## config.mk

```make
export PLATFORM = sky130hd
export DESIGN_NAME = led_pwm_bank
export DESIGN_NICKNAME = d
export VERILOG_FILES = /design/src/rtl/led_pwm_bank.sv
export SDC_FILE = /design/constraint.sdc
export NUM_CORES = 1
export LEC_CHECK = 0
export BUFFER_PORTS_ARGS = -buffer_cell sky130_fd_sc_hd__buf_2
export CAP_MARGIN = 20
export CORE_UTILIZATION = 58
export CTS_BUF_LIST = sky130_fd_sc_hd__clkbuf_4
export CTS_CLUSTER_DIAMETER = 150
export DETAILED_ROUTE_END_ITERATION = 10
export GPL_ROUTABILITY_DRIVEN = 0
export PLACE_DENSITY = 0.83
export SETUP_SLACK_MARGIN = 0.05
export SLEW_MARGIN = 20
export SYNTH_ARGS = -nofsm -noshare
export SYNTH_HDL_FRONTEND = slang
export SYNTH_SLANG_ARGS = --single-unit
```

## constraint.sdc

```tcl
create_clock -name clk -period 3.4 [get_ports clk]
set_clock_uncertainty 0.05 [all_clocks]
set_input_delay 0.68 -clock clk [delete_from_list [all_inputs] [get_ports clk]]
set_output_delay 0.68 -clock clk [all_outputs]
set_load 0.005 [all_outputs]
```

## src/rtl/led_pwm_bank.sv

```systemverilog
// led_pwm_bank
//   Multi-channel PWM LED brightness controller with a display scanner.
//   Each channel holds a host-written target duty (tgt). The live duty (cur)
//   either jumps to the target or fades toward it one step at a time. Live
//   duty only changes at PWM period boundaries, so a period is never cut short.
//   A scanner rotates a one-hot select across the channels and presents the
//   selected channel's live duty, for driving a multiplexed display.
//
// Ports
//   clk      system clock, rising edge
//   rst      asynchronous reset, active low
//   wr_en    single-cycle write strobe
//   wr_ch    channel index for the write (out-of-range indices are ignored)
//   wr_duty  new target duty
//   fade_en  1: fade toward the target, 0: jump to the target
//   led      PWM outputs, active high
//   busy     per channel, 1 while live duty differs from the target
//   sel      one-hot scan select, active high
//   value    live duty of the selected channel
module led_pwm_bank #(
    parameter int NUM_CH   = 4,
    parameter int WIDTH    = 8,
    parameter int PRESC    = 4,
    parameter int FADE_PER = 1,
    parameter int SCAN_DIV = 1000
) (
    input  logic                      clk,
    input  logic                      rst,
    input  logic                      wr_en,
    input  logic [$clog2(NUM_CH)-1:0] wr_ch,
    input  logic [WIDTH-1:0]          wr_duty,
    input  logic                      fade_en,
    output logic [NUM_CH-1:0]         led,
    output logic [NUM_CH-1:0]         busy,
    output logic [NUM_CH-1:0]         sel,
    output logic [WIDTH-1:0]          value
);

    localparam int CH_W = $clog2(NUM_CH);
    localparam int PR_W = (PRESC > 1) ? $clog2(PRESC) : 1;
    localparam int FD_W = (FADE_PER > 1) ? $clog2(FADE_PER) : 1;
    localparam int SC_W = $clog2(SCAN_DIV);

    localparam logic [PR_W-1:0]   PRESC_LAST = PR_W'(PRESC - 1);
    localparam logic [FD_W-1:0]   FADE_LAST  = FD_W'(FADE_PER - 1);
    localparam logic [SC_W-1:0]   SCAN_LAST  = SC_W'(SCAN_DIV - 1);
    localparam logic [CH_W-1:0]   IDX_LAST   = CH_W'(NUM_CH - 1);
    localparam logic [WIDTH-1:0]  DUTY_MAX   = '1;

    logic [PR_W-1:0]  presc_reg;
    logic [WIDTH-1:0] pwm_cnt_reg;
    logic [FD_W-1:0]  fade_cnt_reg;
    logic [SC_W-1:0]  scan_cnt_reg;
    logic [CH_W-1:0]  idx_reg;
    logic [NUM_CH-1:0] sel_reg;
    logic [WIDTH-1:0]  value_reg;

    logic tick;
    logic boundary;
    logic fade_step;
    logic scan_wrap;

    // Live duty of every channel, gathered for the scan multiplexer.
    logic [NUM_CH-1:0][WIDTH-1:0] cur_all;

    assign tick      = (presc_reg == PRESC_LAST);
    assign boundary  = tick && (pwm_cnt_reg == DUTY_MAX);
    // Fade steps happen only on the boundary that wraps the shared fade counter.
    assign fade_step = boundary && fade_en && (fade_cnt_reg == FADE_LAST);
    assign scan_wrap = (scan_cnt_reg == SCAN_LAST);

    // Prescaler, PWM counter and shared fade counter.
    always_ff @(posedge clk or negedge rst) begin
        if (!rst) begin
            presc_reg    <= '0;
            pwm_cnt_reg  <= '0;
            fade_cnt_reg <= '0;
        end else begin
            if (tick) begin
                presc_reg   <= '0;
                pwm_cnt_reg <= pwm_cnt_reg + WIDTH'(1);
            end else begin
                presc_reg <= presc_reg + PR_W'(1);
            end
            if (boundary && fade_en) begin
                if (fade_cnt_reg == FADE_LAST) begin
                    fade_cnt_reg <= '0;
                end else begin
                    fade_cnt_reg <= fade_cnt_reg + FD_W'(1);
                end
            end
        end
    end

    // Per-channel target, live duty, PWM output and busy flag.
    generate
        for (genvar gi = 0; gi < NUM_CH; gi++) begin : g_ch
            logic [WIDTH-1:0] tgt_reg;
            logic [WIDTH-1:0] cur_reg;
            logic             led_reg;
            logic             busy_reg;
            logic             wr_hit;

            // An out-of-range wr_ch matches no channel, so the write is dropped.
            assign wr_hit = wr_en && (int'(wr_ch) == gi);

            always_ff @(posedge clk or negedge rst) begin
                if (!rst) begin
                    tgt_reg  <= '0;
                    cur_reg  <= '0;
                    led_reg  <= 1'b0;
                    busy_reg <= 1'b0;
                end else begin
                    if (wr_hit) begin
                        tgt_reg <= wr_duty;
                    end
                    // The boundary reads tgt_reg before a same-edge write lands,
                    // so a write on the boundary cycle waits for the next one.
                    if (boundary) begin
                        if (!fade_en) begin
                            cur_reg <= tgt_reg;
                        end else if (fade_step) begin
                            if (cur_reg < tgt_reg) begin
                                cur_reg <= cur_reg + WIDTH'(1);
                            end else if (cur_reg > tgt_reg) begin
                                cur_reg <= cur_reg - WIDTH'(1);
                            end
                        end
                    end
                    // Full-scale duty is forced on; otherwise the compare would
                    // leave one low tick per period.
                    led_reg  <= (cur_reg == DUTY_MAX) ? 1'b1 : (pwm_cnt_reg < cur_reg);
                    busy_reg <= (cur_reg != tgt_reg);
                end
            end

            assign cur_all[gi] = cur_reg;
            assign led[gi]     = led_reg;
            assign busy[gi]    = busy_reg;
        end
    endgenerate

    // Display scanner: slot counter, channel index and registered outputs.
    always_ff @(posedge clk or negedge rst) begin
        if (!rst) begin
            scan_cnt_reg <= '0;
            idx_reg      <= '0;
            sel_reg      <= NUM_CH'(1);
            value_reg    <= '0;
        end else begin
            if (scan_wrap) begin
                scan_cnt_reg <= '0;
                idx_reg      <= (idx_reg == IDX_LAST) ? '0 : idx_reg + CH_W'(1);
            end else begin
                scan_cnt_reg <= scan_cnt_reg + SC_W'(1);
            end
            sel_reg   <= NUM_CH'(1) << idx_reg;
            // Refreshed every cycle so cur changes show up within a slot.
            value_reg <= cur_all[idx_reg];
        end
    end

    assign sel   = sel_reg;
    assign value = value_reg;

endmodule

```

==> impl_metrics.yaml <==
finish:
  regArea_mm2: 0.00265
  nFillCells: 869
  final_nets: 896
  final_cell_mix: "dfrtp_1, ha_1, inv_1"
  stdcell_area_mm2: 0.00801
  drive_gt1_share_pct: 19.4
  layout_commonest_cell: "dfrtp_1"
  area_delta_synth_final_pct: 12.1
  multi_input_area_mm2: 0.00420
die:
  start_util_pct: 59.5
  core_area_mm2: 0.0120
  die_w_um: 113
  dieArea_mm2: 0.0128
  die_y_um: 113
  row_count: 40
  io_pins: 34
power:
  ir_worst_vdd_mv: 0.312
  p_int_mw: 2.01
  netSwitchingPower_mw: 1.02
  comb_power_share_pct: 31.5
  power_frac_clock_pct: 22.3
  power.density_mw_per_mm2: 378
  power.total_mw: 3.03
  switching_share_pct: 33.7
  power_frac_seq_pct: 46.2
  total_leakage_power_nw: 3.91
place:
  dp_slack_ns: -0.0428
  portBuffers: 33
  post-dp-hpwl_um: 13400
  placed_cell_area_mm2: 0.00768
detailed_routing:
  wl_met2_um: 8670
  wl_met3_um: 1200
  drc_errors: 0
  dr.first_iter.drc_count: 555
  vias_per_cell: 6.28
  drtAntennaViolNets: 0
  wire_per_inst_um: 19.2
  dr.max_layer_used: "met4"
  wl_met1_um: 7300
  num_vias: 5874
  dr.pass1.iters: 5
  routed_wl_um: 17900
synth:
  synth_flop_cell: "dfrtp_1"
  syn_nets: 830
  yosysSeqAreaShare_pct: 37.2
  synth_async_sr_flop_share_pct: 100
  ys_types: 55
  yosys_warnings: 0
  synth_edf_count: 0
  synth_area_mm2: 0.00714
  synth_cells: 717
  synth-seq-cells: 106
  avgSynthCellArea_um2: 9.96
sta:
  finalHoldViolCount: 0
  slew_headroom_pct: 28.7
  max_freq_mhz: 294
  period_needed_ns: 3.40
  rsz0062_at_grt: "yes"
  tightest_slew_ns: 1.07
  holdWs_ns: 0.0803
  setup-violations-final: 1
  finalCritPeriodShare_pct: 100
  drv_slew: 0
  setup_ws_ns: -0.00339
cts:
  clk_pin_slew_ns: 0.18
  clock-sinks: 106
  cts_hold_buffers: 0
  htreeDepth: 3
  clkLatencyLatePin_ns: 0.49
  cts_root_buffer: "clkbuf_4"
  clockBufferDepth: 2
  numCtsBuffers: 9
  cts_tree: "yes"
worst_setup_path:
  slowest_stage: "a221o_2"
  end_kind: "register"
  required_ns: 3.80
  setup.worst_path.class: "reg2reg"
  path_cells: "ha_1 > a21o_1 > a221o_1 > a221o_2 > fa_1 > a21o_1 > a21o_1 > a21oi_1 > mux2i_1 > o21bai_1 > nand2_1"
  worstPathMaxFanout: 6
  startpoint_type: "register"
  cp_common_cell: "a21o_1"
  cpPeakStageDelay_ns: 0.46
  cp.arrival_ns: 3.80
  r2r_cells: 11
global_route:
  grt_pass1_wl_um: 29000
  overflow: 0
  antenna_found_initial: 1
  grt_max_degree: 70
  grt_pass1_vias: 5790
  grtUsageTotal_pct: 29.5
min_path:
  hold_path_class: "in2async"
run_status:
  run_status: "complete, but fails checks"
  violations: "negative setup slack"
run:
  cap_violations: 0
-- repair_timing --
action                                  4_1_cts  5_1_grt
endpoints found under the setup margin        3        7
buffers inserted                              0        7
pin swaps                                     0        6
gates resized for setup                       4       19
-- layout make-up --
class,instances,area share [%]
clock inverters,7,0.953
diodes,1,0.0312
flip-flops and latches,106,33.1
well taps,147,2.30
clock buffers,9,0.843
multi-input cells,508,52.4
repair buffers,80,6.70
inverters,78,3.66
-- per-layer routing --
layer	vias to the layer above	GRT usage, %
met2	262	49.5
met3	79	5.57
met1	2843	37.2
met5	-	0
li1	2690	-
met4	0	13.2
-- power by group through the flow --
stage	clock, mW	sequential [mW]	combinational [mW]
floorplan	0	1.41	0.610
global placement	0	1.42	0.781
detailed placement	0	1.42	0.842
CTS	0.690	1.40	0.858
global route	0.736	1.41	1.05
finish	0.674	1.40	0.955
-- critical path, delay by kind of cell (launching register included) --
family,cells,cell delay [ns]
AO/OA/AOI/OAI,7,1.74
adder cells (fa/ha/maj),2,0.74
flip-flops,1,0.43
multiplexers,1,0.30
AND/OR/NAND/NOR,1,0.09
-- Yosys cell counts, types with 7 or more instances --
| cell type | instances | area, µm² |
|---|---|---|
| xnor2_1 | 21 | 184 |
| dfrtp_1 | 105 | 2630 |
| inv_1 | 78 | 293 |
| mux4_2 | 8 | 180 |
| nand3b_1 | 8 | 60.1 |
| nand2_1 | 52 | 195 |
| mux2i_1 | 20 | 200 |
| xor2_1 | 12 | 105 |
| nand4_1 | 14 | 87.6 |
| buf_4 | 8 | 60.1 |
| clkbuf_1 | 14 | 52.6 |
| o21bai_1 | 7 | 52.6 |
| a21o_1 | 21 | 158 |
| mux2_2 | 26 | 293 |
| ha_1 | 95 | 1190 |
| nor2_1 | 29 | 109 |
| o21ai_0 | 41 | 205 |
| a21oi_1 | 41 | 205 |
| nand3_1 | 29 | 145 |
-- cell families after synthesis --
group / synth area share, %
multiplexers: 9.42
AND/OR/NAND/NOR: 12.2
AO/OA/AOI/OAI: 13.6
XOR/XNOR: 4.05
flip-flops: 37.2
adder cells (fa/ha/maj): 17.8
buffers and inverters: 5.87
-- per-stage QoR --
step | std cells | utilization [%] | TNS, ns
after global routing | 936 | 66.7 | -0.204
after floorplan | 717 | - | 0
after CTS | 928 | 65.4 | 0
final | 936 | 66.7 | -0.00339
after detailed placement | 912 | 63.9 | -0.0428
after global placement | 912 | 63.9 | 0
-- worst paths after layout --
| path | startpoint | to | slack, ns |
|---|---|---|---|
| hold reg to reg | presc_reg[0] | presc_reg[0] | 0.39 |
| min in group clk | presc_reg[0] | presc_reg[0] | 0.39 |
| setup / recovery | g_ch[1].cur_reg[2] | g_ch[1].cur_reg[6] | -0.003 |
| hold / removal | rst | g_ch[0].cur_reg[5] | 0.08 |
| setup reg to reg | g_ch[1].cur_reg[2] | g_ch[1].cur_reg[6] | -0.003 |
| max in group asynchronous | rst | sel[0] | 2.47 |
(Power assumes the default switching activity.)
